<file path="src/rtl/axil_reg_slave.sv">
// rtl/axil_reg_slave.sv - AXI4-Lite slave register bank with flat register output
// Define AXIL_SLVERR_EN to answer out-of-range accesses with SLVERR instead of OKAY.
module axil_reg_slave #(
  parameter int ADDR_WIDTH = 4,
  parameter int DATA_WIDTH = 32,
  parameter int NUM_REGS   = 4
) (
  input  logic                           clk_i,
  input  logic                           rst_i,
  input  logic [ADDR_WIDTH-1:0]          aw_addr_i,
  input  logic                           aw_valid_i,
  output logic                           aw_ready_o,
  input  logic [DATA_WIDTH-1:0]          w_data_i,
  input  logic [DATA_WIDTH/8-1:0]        w_strb_i,
  input  logic                           w_valid_i,
  output logic                           w_ready_o,
  output logic [1:0]                     b_resp_o,
  output logic                           b_valid_o,
  input  logic                           b_ready_i,
  input  logic [ADDR_WIDTH-1:0]          ar_addr_i,
  input  logic                           ar_valid_i,
  output logic                           ar_ready_o,
  output logic [DATA_WIDTH-1:0]          r_data_o,
  output logic [1:0]                     r_resp_o,
  output logic                           r_valid_o,
  input  logic                           r_ready_i,
  output logic [NUM_REGS*DATA_WIDTH-1:0] regs_o
);

  localparam int IDX_W  = ADDR_WIDTH - 2;
  localparam int STRB_W = DATA_WIDTH / 8;
  localparam logic [1:0] RESP_OKAY = 2'b00;
`ifdef AXIL_SLVERR_EN
  localparam logic [1:0] RESP_OOR = 2'b10;
`else
  localparam logic [1:0] RESP_OOR = 2'b00;
`endif

  // Readies stay low through reset and rise on the first edge after release.
  logic                  active_q;
  logic                  aw_held_q;
  logic [IDX_W-1:0]      aw_idx_q;
  logic                  w_held_q;
  logic [DATA_WIDTH-1:0] w_data_q;
  logic [STRB_W-1:0]     w_strb_q;
  logic                  b_valid_q;
  logic [1:0]            b_resp_q;
  logic                  r_valid_q;
  logic [DATA_WIDTH-1:0] r_data_q;
  logic [1:0]            r_resp_q;
  logic [DATA_WIDTH-1:0] regs_q [NUM_REGS];

  logic                  aw_hs;
  logic                  w_hs;
  logic                  ar_hs;
  logic                  wr_commit;
  logic [IDX_W-1:0]      wr_idx;
  logic [DATA_WIDTH-1:0] wr_data;
  logic [STRB_W-1:0]     wr_strb;
  logic [NUM_REGS-1:0]   wr_sel;
  logic                  wr_hit;
  logic [IDX_W-1:0]      rd_idx;
  logic [DATA_WIDTH-1:0] rd_word;
  logic                  rd_hit;
  logic                  unused_addr_bits;

  assign aw_ready_o = active_q && !aw_held_q && !b_valid_q;
  assign w_ready_o  = active_q && !w_held_q && !b_valid_q;
  assign ar_ready_o = active_q && !r_valid_q;

  assign aw_hs = aw_valid_i && aw_ready_o;
  assign w_hs  = w_valid_i && w_ready_o;
  assign ar_hs = ar_valid_i && ar_ready_o;

  // A held half pairs with its partner's live handshake in the same cycle.
  assign wr_commit = (aw_held_q || aw_hs) && (w_held_q || w_hs);
  assign wr_idx    = aw_held_q ? aw_idx_q : aw_addr_i[ADDR_WIDTH-1:2];
  assign wr_data   = w_held_q ? w_data_q : w_data_i;
  assign wr_strb   = w_held_q ? w_strb_q : w_strb_i;
  assign rd_idx    = ar_addr_i[ADDR_WIDTH-1:2];

  assign unused_addr_bits = ^{aw_addr_i[1:0], ar_addr_i[1:0]};

  always_comb begin
    wr_sel  = '0;
    wr_hit  = 1'b0;
    rd_word = '0;
    rd_hit  = 1'b0;
    for (int k = 0; k < NUM_REGS; k++) begin
      if (wr_idx == IDX_W'(k)) begin
        wr_sel[k] = 1'b1;
        wr_hit    = 1'b1;
      end
      if (rd_idx == IDX_W'(k)) begin
        rd_word = regs_q[k];
        rd_hit  = 1'b1;
      end
    end
  end

  always_ff @(posedge clk_i or posedge rst_i) begin
    if (rst_i) begin
      active_q  <= 1'b0;
      aw_held_q <= 1'b0;
      aw_idx_q  <= '0;
      w_held_q  <= 1'b0;
      w_data_q  <= '0;
      w_strb_q  <= '0;
      b_valid_q <= 1'b0;
      b_resp_q  <= RESP_OKAY;
    end else begin
      active_q <= 1'b1;
      if (wr_commit) begin
        aw_held_q <= 1'b0;
        w_held_q  <= 1'b0;
        b_valid_q <= 1'b1;
        b_resp_q  <= wr_hit ? RESP_OKAY : RESP_OOR;
      end else begin
        if (aw_hs) begin
          aw_held_q <= 1'b1;
          aw_idx_q  <= aw_addr_i[ADDR_WIDTH-1:2];
        end
        if (w_hs) begin
          w_held_q <= 1'b1;
          w_data_q <= w_data_i;
          w_strb_q <= w_strb_i;
        end
        if (b_valid_q && b_ready_i) begin
          b_valid_q <= 1'b0;
        end
      end
    end
  end

  // Reads sample regs_q before a same-edge commit lands, giving the pre-write value.
  always_ff @(posedge clk_i or posedge rst_i) begin
    if (rst_i) begin
      r_valid_q <= 1'b0;
      r_data_q  <= '0;
      r_resp_q  <= RESP_OKAY;
    end else if (ar_hs) begin
      r_valid_q <= 1'b1;
      r_data_q  <= rd_word;
      r_resp_q  <= rd_hit ? RESP_OKAY : RESP_OOR;
    end else if (r_valid_q && r_ready_i) begin
      r_valid_q <= 1'b0;
    end
  end

  always_ff @(posedge clk_i or posedge rst_i) begin
    if (rst_i) begin
      for (int k = 0; k < NUM_REGS; k++) begin
        regs_q[k] <= '0;
      end
    end else if (wr_commit) begin
      for (int k = 0; k < NUM_REGS; k++) begin
        for (int b = 0; b < STRB_W; b++) begin
          if (wr_sel[k] && wr_strb[b]) begin
            regs_q[k][b*8 +: 8] <= wr_data[b*8 +: 8];
          end
        end
      end
    end
  end

  assign b_valid_o = b_valid_q;
  assign b_resp_o  = b_resp_q;
  assign r_valid_o = r_valid_q;
  assign r_data_o  = r_data_q;
  assign r_resp_o  = r_resp_q;

  for (genvar k = 0; k < NUM_REGS; k++) begin : g_regs_out
    assign regs_o[k*DATA_WIDTH +: DATA_WIDTH] = regs_q[k];
  end

endmodule

</file>
<file path="config.mk">
export PLATFORM = sky130hd
export DESIGN_NAME = axil_reg_slave
export DESIGN_NICKNAME = d
export VERILOG_FILES = /design/src/rtl/axil_reg_slave.sv
export SDC_FILE = /design/constraint.sdc
export NUM_CORES = 1
export LEC_CHECK = 0
export CAP_MARGIN = 20
export CORE_MARGIN = 2
export CORE_UTILIZATION = 40
export CTS_BUF_LIST = sky130_fd_sc_hd__clkbuf_8 sky130_fd_sc_hd__clkbuf_16
export CTS_CLUSTER_DIAMETER = 200
export CTS_CLUSTER_SIZE = 40
export DETAILED_ROUTE_END_ITERATION = 10
export GPL_TIMING_DRIVEN = 1
export PLACE_DENSITY = 0.67
export SYNTH_ARGS = -nofsm -noshare
export SYNTH_HDL_FRONTEND = slang
export SYNTH_SLANG_ARGS = --single-unit
</file>
<file path="constraint.sdc">
create_clock -name clk_i -period 12.45 [get_ports clk_i]
set_clock_uncertainty 0.05 [all_clocks]
set_input_delay 1.8675 -clock clk_i [delete_from_list [all_inputs] [get_ports clk_i]]
set_output_delay 1.8675 -clock clk_i [all_outputs]
set_load 0.02 [all_outputs]
</file>
Yosys cells after proc, flatten, opt, wreduce, memory -nomap -nowiden
Cells that the tools add are included.
{"block": "totals", "inputBits": 51, "register_bits": 203, "word_cells": 108, "out_inout_bits": 169}
{"block": "classes", "n_mux": 19, "n_reduce_logical": 57, "n_eq_ne": 6, "bitwise": 1}
{"operator": "$mux 32", "count": 5}
{"operator": "$reduce_and 2->1", "count": 18}
{"operator": "$logic_and 1x1->1", "count": 27}
{"operator": "$mux 1", "count": 12}
{"operator": "$eq 2x2->1 const B", "count": 4}
{"operator": "$reduce_bool 2->1", "count": 4}
{"operator": "$eq 2x1->1 const B", "count": 2}
{"operator": "$logic_not 1->1", "count": 4}
{"operator": "$logic_not 2->1", "count": 2}
{"operator": "$mux 4", "count": 1}
{"operator": "$logic_or 1x1->1", "count": 2}
{"operator": "$mux 2", "count": 1}
{"operator": "$not 1->1", "count": 1}

Depth between registers and ports, before layout
Gate-level depths: netlist of run 1.
{"block": "depth", "word_depth": 8, "mapped_depth": 6, "mapped_depth_nobuf": 4}

Worst setup path after synthesis of run 1
No wires, ideal clock.
{"block": "synth_timing", "path_type": "input-to-reg", "start": "input port ar_addr_i[2]", "end": "register r_data_q[0], in the netlist r_data_o[0]", "setup_time_ps": 125, "path_slack_ps": 9117, "stages": 4, "t_arrival_ps": 3159, "t_required_ps": 12275, "n_path_buf": 2, "cell_sequence": "clkbuf_1 buf_2 mux4_2 mux2_2"}
{"block": "synth_between", "elab_chain_cells": 5, "word_cells_on_any_way": 8, "classes_between": "eq/ne (3); mux (4); reduce/logical (1)"}
{"item": "start: declaration", "line": "20", "text": "input logic [ADDR_WIDTH-1:0] ar_addr_i,"}
{"item": "$logic_not 2->1", "line": "94", "text": "if (rd_idx == IDX_W'(k)) begin"}
{"item": "$mux 32 (3 in a row)", "line": "94"}
{"item": "$mux 32 (*)", "line": "94"}
{"item": "end signal: assignment", "line": "143", "text": "r_data_q <= rd_word;"}
{"item": "end: declaration", "line": "49", "text": "logic [DATA_WIDTH-1:0] r_data_q;"}
Every way passes the cells marked *; elsewhere a longest branch is shown, timed or not.
A chain may end at the register's enable or synchronous reset.

Worst setup path in the final report of run 1
{"block": "layout_timing", "start": "input port w_valid_i", "end": "register regs_q, in the netlist regs_o[37]"}
{"block": "layout_between", "elab_chain_cells": 4}
{"item": "start: declaration", "line": "15", "text": "input logic w_valid_i,"}
{"item": "$logic_and 1x1->1", "line": "72", "text": "assign w_hs = w_valid_i && w_ready_o;"}
{"item": "$logic_or 1x1->1", "line": "76", "text": "assign wr_commit = (aw_held_q || aw_hs) && (w_held_q || w_hs);"}
{"item": "$logic_and 1x1->1", "line": "76"}
{"item": "$reduce_and 2->1 (no source line)"}
{"item": "end signal: indexed assignment", "line": "159", "text": "regs_q[k][b*8 +: 8] <= wr_data[b*8 +: 8];"}
{"item": "end: declaration", "line": "51", "text": "logic [DATA_WIDTH-1:0] regs_q [NUM_REGS];"}
No other way between the ends.

==> out/results.ini, run 1 <==
[global_routing]
overflow = 0
grt_max_degree = 123
grt_first_pass_wirelength_um = 34300
antenna_found_initial = 0
grt_pass1_vias = 5798
grt_use_total_pct = 18.2

[clocking]
clockBufferDepth = 3
htreeDepth = 1
clk_latency_ps = 480
hold_buffers = 0
cts.clk_slew.worst_paths_ps = 70
cts_setup_buffers = 0
cts_tree = built
cts_root_buf = clkbuf_16
post_cts_resize_count = 0
numCtsBuffers = 9
clkSinkCount = 203

[layout]
nets = 797
utilization_pct = 52.3
drive_above_1_share_pct = 41.2
area_delta_synth_final_pct = 29.3
n_antenna_cell = 0
stdcell_count = 1031

[route]
vias_per_cell = 5.27
dr.pass1.iters = 4
drcViolationCount = 0
wirelength_um = 21800
highest_layer = met4
ant_nets = 0
wl_met3_um = 1040
drt_iter0_drc = 191
routed-wl-met2_um = 10900
drt-met1-wl_um = 9470
avgRoutedWirePerCell_um = 21.1
via_count = 5435

[critical_path]
cp_max_fo = 17
cp_slowest_cell = a2bb2oi_4
cpPeakStageDelay_ps = 670
crit_arrival_ps = 4160
crit_chain = clkdlybuf4s50_1 -> and3b_2 -> a2bb2oi_4 -> nand3_2 -> mux2_2
required_ps = 12710
critical_path_buf_inv_count = 1
crit_type = input pin to flip-flop
crit_family = simple AND/OR/NAND/NOR gates
cp-start-kind = input pin
endpoint_kind = flip-flop
reg2reg_slack_ps = 9650

[pwr]
powerDensity_nw_per_um2 = 263
ir_worst_vdd_mv = 0.188
leakagePower_nw = 5.03

[floorplanning]
boundaryPins = 220
coreArea_um2 = 22400
num_rows = 55
start_util_pct = 40.5
die_w_um = 155
dieArea_um2 = 23900
die_h_um = 155

[timing]
rsz0062_at_grt = false
fin_tns_setup_ps = 0
fmaxAchievable_mhz = 256
maxSlewHeadroom_pct = 30.6
worst_pin_slew_ps = 1040
hold_viol = 0
setup_viol_count_final = 0
period_needed_ps = 3910
fin_hold_ws_ps = 465
period_share_pct = 31.4
slew_viol_final = 0

[logic_synthesis]
synth_area_leaders = dfrtp_1 56%, mux2_2 28%, mux4_2 7.9%
synth_most_common_cell = mux2_2
synth_top_area_cell = dfrtp_1
yosys_warnings = 0
synth_ff_type = dfrtp_1
synthCells = 540
netlist_top_cells_count = 224 x mux2_2, 203 x dfrtp_1, 32 x mux4_2
synth_edf_count = 0
async_flop_share_pct = 100
netlist_area_um2 = 9080
syn_area_per_cell_um2 = 16.8
ys_types = 32
netlist.area_leader.share_pct = 56.0
synth-seq-cells = 203
ys_seq_area_share_pct = 56.0

[placed_design]
dp_cells = 1019
portBuffers = 211
gp_congestion = 0.769
post-dp-hpwl_um = 14500

[outcome]
status = complete, no violations

[flow_run]
drv_cap = 0

[hold_path]
hp-class = flip-flop to flip-flop

## worst reg2reg max path, stage by stage (launching register included)
cell	delay, ps
dfrtp_2	390
buf_4	540
nor3_1	180
nand3b_1	670
buf_4	470
mux2_2	410
## path summary, 6_finish.rpt
path / start / end / depth (start not counted)
hold / removal: r_data_o[0] / r_data_o[0] / 1
setup reg to reg: w_held_q / w_data_q[3] / 5
setup / recovery: w_valid_i / regs_o[37] / 5
min in group asynchronous: rst_i / r_data_o[25] / 2
hold reg to reg: r_data_o[0] / r_data_o[0] / 1
max in group asynchronous: rst_i / regs_o[55] / 4
## cells by family (layout without fill, tap and decap cells)
family / Yosys count / count (layout) / synth area share [%]
AO/OA/AOI/OAI: 9 / 9 / 1.32
buffers and inverters: 30 / 233 / 1.81
flip-flops: 203 / 203 / 56.0
multiplexers: 266 / 266 / 37.4
other: 2 / 5 / 0.0827
AND/OR/NAND/NOR: 30 / 30 / 3.43
## cell type report
cell class                 count  area (um^2)
fill                        1860        10700
sequential                   203         5080
multi-input combinational    310         3850
timing repair buffer         216         2160
tap                          285          357
clock buffer                   9          225
clock inverter                 2         33.8
inverter                       6         30.0
## per-stage QoR
step                      instance area, um^2  setup WS [ps]  total power [mW]
final                                   11700           8540              3.08
after global routing                    11700           8430              3.25
after CTS                               11700           8550              3.12
after detailed placement                11400           8060              2.76
after global placement                  11400           8110              2.71
after floorplan                          9090           4990              2.06
## report_power, final
| group | internal (mW) | total (mW) | switching (mW) |
|---|---|---|---|
| registers | 0.974 | 1.20 | 0.228 |
| clock network | 0.137 | 0.348 | 0.211 |
| logic | 0.842 | 1.53 | 0.689 |
## state kept, by name, summed over array words and instances, names as in the netlist
register   cells
regs_o       128
r_data_o      32
w_data_q      32
w_strb_q       4
aw_idx_q       2
active_q       1
aw_held_q      1
b_valid_o      1
r_valid_o      1
w_held_q       1
## per-layer routing
layer  track usage, %  vias up
met3             3.45       22
met4             3.57        0
met1             24.3     2868
met5                0        -
met2             31.4      150
li1                 -     2395
## cells in the final DEF, fill, tap and decap left out, types with 5 or more instances in the layout
| cell | n |
|---|---|
| nand3_2 | 7 |
| clkbuf_16 | 9 |
| mux4_2 | 32 |
| nand3_4 | 9 |
| clkdlybuf4s50_1 | 209 |
| dfrtp_1 | 202 |
| mux2_4 | 10 |
| mux2_2 | 224 |
| conb_1 | 5 |
| inv_1 | 6 |
(Power assumes the default switching activity.)
==> run 2, diff against run 1 <==
==> constraint.sdc (replaced) <==
create_clock -name clk_i -period 4.05 [get_ports clk_i]
set_clock_uncertainty 0.05 [all_clocks]
set_input_delay 0.6075 -clock clk_i [delete_from_list [all_inputs] [get_ports clk_i]]
set_output_delay 0.6075 -clock clk_i [all_outputs]
set_load 0.02 [all_outputs]
==> run 2 against run 1 <==
  * Sequential share of layout area down 0.36 points
  * Via count is 1.8% higher
  * Final cell count up 0.68%
  * Global-route usage increased by 0.77 points
  * Critical path type is now flip-flop to primary output
==> out/results.ini, run 2 (synthesized netlist as in run 1, its figures left out) <==
[outcome]
status = complete, no violations  ; unchanged

[timing]
period_share_pct = 75.7
fmaxAchievable_mhz = 326
worst_pin_slew_ps = 1030  ; was 1040 ps
rsz0062_at_grt = false  ; unchanged
setup_viol_count_final = 0  ; unchanged
slew_viol_final = 0  ; unchanged
maxSlewHeadroom_pct = 31.5  ; was 30.6%
fin_tns_setup_ps = 0  ; unchanged
period_needed_ps = 3070
hold_viol = 0  ; unchanged

[floorplanning]
num_rows = 55  ; unchanged
boundaryPins = 220  ; unchanged
die_h_um = 155  ; unchanged
coreArea_um2 = 22400  ; unchanged
die_w_um = 155  ; unchanged
dieArea_um2 = 23900  ; unchanged
start_util_pct = 40.5  ; unchanged

[pwr]
ir_worst_vdd_mv = 0.382  ; was 0.188 mV
power_mw = 9.51  ; was 3.08 mW
powerDensity_nw_per_um2 = 804  ; was 263 nW/um^2
leakagePower_nw = 5.08  ; was 5.03 nW

[critical_path]
cpPeakStageDelay_ps = 680  ; was 670 ps
required_ps = 3390  ; was 12,710 ps
reg2regPathDepth = 4  ; was 5
reg2reg_slack_ps = 1420  ; was 9650 ps
cp-start-kind = flip-flop  ; was input pin
crit_type = flip-flop to primary output  ; was input pin to flip-flop
crit_family = buffers and inverters  ; was simple AND/OR/NAND/NOR gates
reg2reg_to = w_data_q[6]  ; was w_data_q[3]
crit_arrival_ps = 2410  ; was 4160 ps
crit_chain = buf_4 -> nor3b_1 -> clkdlybuf4s50_1  ; was clkdlybuf4s50_1 -> and3b_2 -> a2bb2oi_4 -> nand3_2 -> mux2_2
cp_max_fo = 23  ; was 17
regToRegStartpoint = w_held_q  ; unchanged
endpoint_kind = primary output  ; was flip-flop
cp_slowest_cell = clkdlybuf4s50_1  ; was a2bb2oi_4
critical_path_buf_inv_count = 2  ; was 1

[clocking]
hold_buffers = 0  ; unchanged
cts_setup_buffers = 0  ; unchanged
clk_latency_ps = 480  ; about the same
cts_tree = built  ; unchanged
numCtsBuffers = 9  ; unchanged
htreeDepth = 1  ; unchanged
clkSinkCount = 203  ; unchanged
post_cts_resize_count = 0  ; unchanged
clockBufferDepth = 3  ; unchanged
cts_root_buf = clkbuf_16  ; unchanged
cts.clk_slew.worst_paths_ps = 140  ; was 70 ps

[global_routing]
met1_usage_pct = 24.4  ; was 24.3%
overflow = 0  ; unchanged
use_met2_pct = 33.9  ; was 31.4%
grt_max_degree = 45  ; was 123
busiest_layer = met2  ; unchanged
grt_use_total_pct = 19.0  ; was 18.2%
grt_pass1_vias = 6042  ; was 5,798
grt_first_pass_wirelength_um = 35400  ; was 34,300 um
antenna_found_initial = 0  ; unchanged
grtUsageMet3_pct = 2.86  ; was 3.45%

[layout]
layout_common_cells = 224 x mux2_2, 209 x clkdlybuf4s50_1, 202 x dfrtp_1  ; unchanged
largest_reg_flops = 128  ; unchanged
n_antenna_cell = 0  ; unchanged
layout_commonest_cell = mux2_2  ; unchanged
drive_above_1_share_pct = 41.7  ; was 41.2%
area_delta_synth_final_pct = 30.4  ; was 29.3%
fillers = 1831  ; was 1,860
nets = 804  ; was 797

[route]
drcViolationCount = 0  ; unchanged
drt_iter0_drc = 164  ; was 191
via_count = 5531  ; was 5,435
avgRoutedWirePerCell_um = 21.6  ; was 21.1 um
ant_nets = 0  ; unchanged
wirelength_um = 22400  ; was 21,800 um
dr.pass1.iters = 4  ; unchanged
vias_per_cell = 5.33  ; was 5.27

[hold_path]
hold_path_end = w_data_q[21]  ; was r_data_o[0]
min_path_cells = 1  ; unchanged
hp-class = flip-flop to flip-flop  ; unchanged
hold_start = w_data_q[21]  ; was r_data_o[0]

[placed_design]
post-dp-hpwl_um = 15400  ; was 14,500 um
gp_congestion = 0.796  ; was 0.769
portBuffers = 211  ; unchanged

[flow_run]
drv_cap = 0  ; unchanged

run 2: changes by cell type in the layout (fill, tap and decap cells not counted), sizes merged:
cell,change
buf,+7
clkinvlp,+1
inv,-1
run 2: cell type report:
type	instances	area (um^2)	area share, %
clock buffer	9	225	1.90
clock inverter	2	33.8	0.286
inverter	6	26.3	0.222
multi-input combinational	310	3850	32.5
sequential	203	5080	42.9
tap	285	357	3.01
timing repair buffer	223	2260	19.1
run 2: how the worst max path moves through the flow:
stage,from,to,slack [ps],cells after the start
after floorplan,rst_i,active_q,760,1
after global placement,w_valid_i,regs_o[30],950,5
after detailed placement,w_valid_i,regs_o[0],920,5
after CTS,w_held_q,w_ready_o,910,3
after global routing,w_held_q,w_ready_o,850,3
final,w_held_q,w_ready_o,980,3
run 2: per-layer routing:
| metal | part of all wire (%) | vias up | wire, um |
|---|---|---|---|
| met3 | 4.2 | 29 | 947 |
| met2 | 51 | 141 | 11400 |
| met1 | 43 | 2939 | 9630 |
| met4 | 2.0 | 0 | 450 |
| met5 | 0 | - | 0 |
| li1 | - | 2422 | - |
run 2: worst register-to-register path, stage by stage, from the launching register on:
cell and delay (ps):
dfrtp_2 650, nor3_1 330, nand3b_1 690, buf_12 450
mux2_2 300
run 2: power by group:
group | internal (mW) | switching, mW
Combinational | 2.60 | 2.11
Clock | 0.421 | 0.640
Sequential | 3.00 | 0.749
run 2: through the flow:
| stage | setup WS, ps | area [um^2] | hold WS, ps | instances | util (%) |
|---|---|---|---|---|---|
| 2_1_floorplan | 762 | 9090 | 424 | 543 | - |
| 3_3_place_gp | 951 | 11500 | 432 | 1026 | 51.5 |
| 3_5_place_dp | 916 | 11500 | 439 | 1026 | 51.5 |
| 4_1_cts | 913 | 11800 | 473 | 1037 | 52.6 |
| 5_1_grt | 848 | 11800 | 489 | 1038 | 52.7 |
| 6_report | 982 | 11800 | 466 | 1038 | 52.7 |
==> run 3, diff against run 2 <==
==> constraint.sdc (replaced) <==
create_clock -name clk_i -period 3.1 [get_ports clk_i]
set_clock_uncertainty 0.05 [all_clocks]
set_input_delay 0.465 -clock clk_i [delete_from_list [all_inputs] [get_ports clk_i]]
set_output_delay 0.465 -clock clk_i [all_outputs]
set_load 0.02 [all_outputs]
==> run 3 against run 2 <==
  * Total power up 30%
  * Sequential share of layout area up 0.19 points
  * Worst hold slack worse by 91 ps
  * Die area unchanged
  * Critical path type unchanged
  * Final area down 0.44%
  * Highest routed layer unchanged
  * Critical path depth down 1
  * Combinational power up 30%
  * Clock power up 31%
  * Non-clock buffer count down 1
  * Register-to-register slack worse by 580 ps
  * Critical endpoint unchanged
  * Final cell count about the same
  * Largest cell class unchanged
  * Global-route usage down 0.87 points
==> out/results.ini, run 3 (synthesized netlist as in run 1, its figures left out) <==
[floorplanning]
num_rows = 55  ; unchanged
coreArea_um2 = 22400  ; unchanged
die_w_um = 155  ; unchanged
start_util_pct = 40.5  ; unchanged
die_h_um = 155  ; unchanged
dieArea_um2 = 23900  ; unchanged
boundaryPins = 220  ; unchanged

[route]
wirelength_um = 21600  ; was 22,400 um
vias_per_cell = 5.29  ; was 5.33
drt_iter0_drc = 190  ; was 164
avgRoutedWirePerCell_um = 20.8  ; was 21.6 um
via_count = 5485  ; was 5,531
drcViolationCount = 0  ; unchanged
ant_nets = 0  ; unchanged
dr.pass1.iters = 4  ; unchanged

[global_routing]
busiest_layer = met2  ; unchanged
met1_usage_pct = 23.9  ; was 24.4%
use_met2_pct = 31.8  ; was 33.9%
grt_use_total_pct = 18.1  ; was 19.0%
grt_pass1_vias = 5835  ; was 6,042
grt_first_pass_wirelength_um = 34100  ; was 35,400 um
grtUsageMet3_pct = 3.19  ; was 2.86%
antenna_found_initial = 0  ; unchanged
overflow = 0  ; unchanged
grt_max_degree = 133  ; was 45

[layout]
layout_common_cells = 224 x mux2_2, 209 x clkdlybuf4s50_1, 202 x dfrtp_1  ; unchanged
stdcell_count = 1037  ; was 1,038
n_antenna_cell = 0  ; unchanged
finish.instance_area_um2 = 11800  ; about the same
area_delta_synth_final_pct = 29.8  ; was 30.4%
layout_commonest_cell = mux2_2  ; unchanged
largest_reg_flops = 128  ; unchanged
nets = 803  ; was 804
drive_above_1_share_pct = 41.6  ; was 41.7%
utilization_pct = 52.5  ; was 52.7%

[clocking]
clkSinkCount = 203  ; unchanged
clk_latency_ps = 480  ; about the same
post_cts_resize_count = 0  ; unchanged
cts_root_buf = clkbuf_16  ; unchanged
htreeDepth = 1  ; unchanged
cts_tree = built  ; unchanged
cts_setup_buffers = 0  ; unchanged
hold_buffers = 0  ; unchanged
numCtsBuffers = 9  ; unchanged
cts.clk_slew.worst_paths_ps = 150  ; was 140 ps
clockBufferDepth = 3  ; unchanged

[timing]
period_share_pct = 84.7
worst_pin_slew_ps = 901  ; was 1030 ps
setup_viol_count_final = 0  ; unchanged
period_needed_ps = 2630
slew_viol_final = 0  ; unchanged
maxSlewHeadroom_pct = 39.9  ; was 31.5%
fin_tns_setup_ps = 0  ; unchanged
rsz0062_at_grt = false  ; unchanged
hold_viol = 0  ; unchanged
fmaxAchievable_mhz = 381
worst_slack_ps = 475  ; was 982 ps

[placed_design]
placed_area_um2 = 11500  ; about the same
place_ws_ps = 443  ; was 916 ps
dp_cells = 1026  ; unchanged
post-dp-hpwl_um = 14700  ; was 15,400 um
portBuffers = 211  ; unchanged
gp_congestion = 0.809  ; was 0.796

[hold_path]
hp-class = input pin to flip-flop  ; was flip-flop to flip-flop

[pwr]
leakagePower_nw = 5.06  ; was 5.08 nW
ir_worst_vdd_mv = 0.590  ; was 0.382 mV
powerDensity_nw_per_um2 = 1050  ; was 804 nW/um^2

[critical_path]
cp-start-kind = flip-flop  ; unchanged
crit_type = flip-flop to primary output  ; unchanged
required_ps = 2580  ; was 3390 ps
crit_arrival_ps = 2110  ; was 2410 ps
cp_max_fo = 23  ; unchanged
endpoint_kind = primary output  ; unchanged

[flow_run]
drv_cap = 0  ; unchanged

[outcome]
status = complete, no violations  ; unchanged

## run 3: changes by cell type in the layout (fill, tap and decap cells not counted)
| cell | before | now |
|---|---|---|
| buf_16 | 1 | 0 |
| buf_4 | 7 | 9 |
| buf_12 | 4 | 2 |
## run 3: worst paths after layout
check / start / depth (start not counted) / slack [ps] / end
worst min register to register: w_data_q[6] / 1 / 460 / w_data_q[6]
min in group asynchronous: rst_i / 3 / 430 / regs_o[122]
worst min-delay path: ar_addr_i[3] / 3 / 370 / r_data_o[30]
worst max-delay path: w_held_q / 2 / 470 / w_ready_o
max in group asynchronous: rst_i / 3 / 1800 / regs_o[83]
worst max register to register: w_held_q / 4 / 840 / regs_o[0]
## run 3: critical path, stage by stage (launching register included)
cell and delay [ps]:
dfrtp_2 670, nor3b_1 280, clkdlybuf4s50_1 670
## run 3: stage by stage
step | power (mW) | hold slack [ps]
after floorplan | 8.29 | 424
after global placement | 10.9 | 431
after detailed placement | 11.1 | 437
after CTS | 12.5 | 358
after global routing | 13.1 | 361
final | 12.4 | 375
## run 3: per-layer routing
layer | share of wire, % | vias up
li1 | - | 2418
met4 | 1.6 | 0
met1 | 43 | 2905
met5 | 0 | -
met3 | 4.7 | 19
met2 | 51 | 143
## run 3: power by group
group,total [mW],internal [mW],switching [mW],leakage [nW]
clock network,1.39,0.550,0.842,0.128
registers,4.88,3.91,0.969,2.58
logic,6.11,3.40,2.72,2.35
total,12.4,7.86,4.53,5.06
## run 3: layout make-up
class                           count  area (um^2)
Clock inverter                      2         33.8
Clock buffer                        9          225
Multi-Input combinational cell    310         3850
Fill cell                        1861        10700
Tap cell                          285          357
Sequential cell                   203         5080
Inverter                            6         26.3
Timing Repair Buffer              222         2210
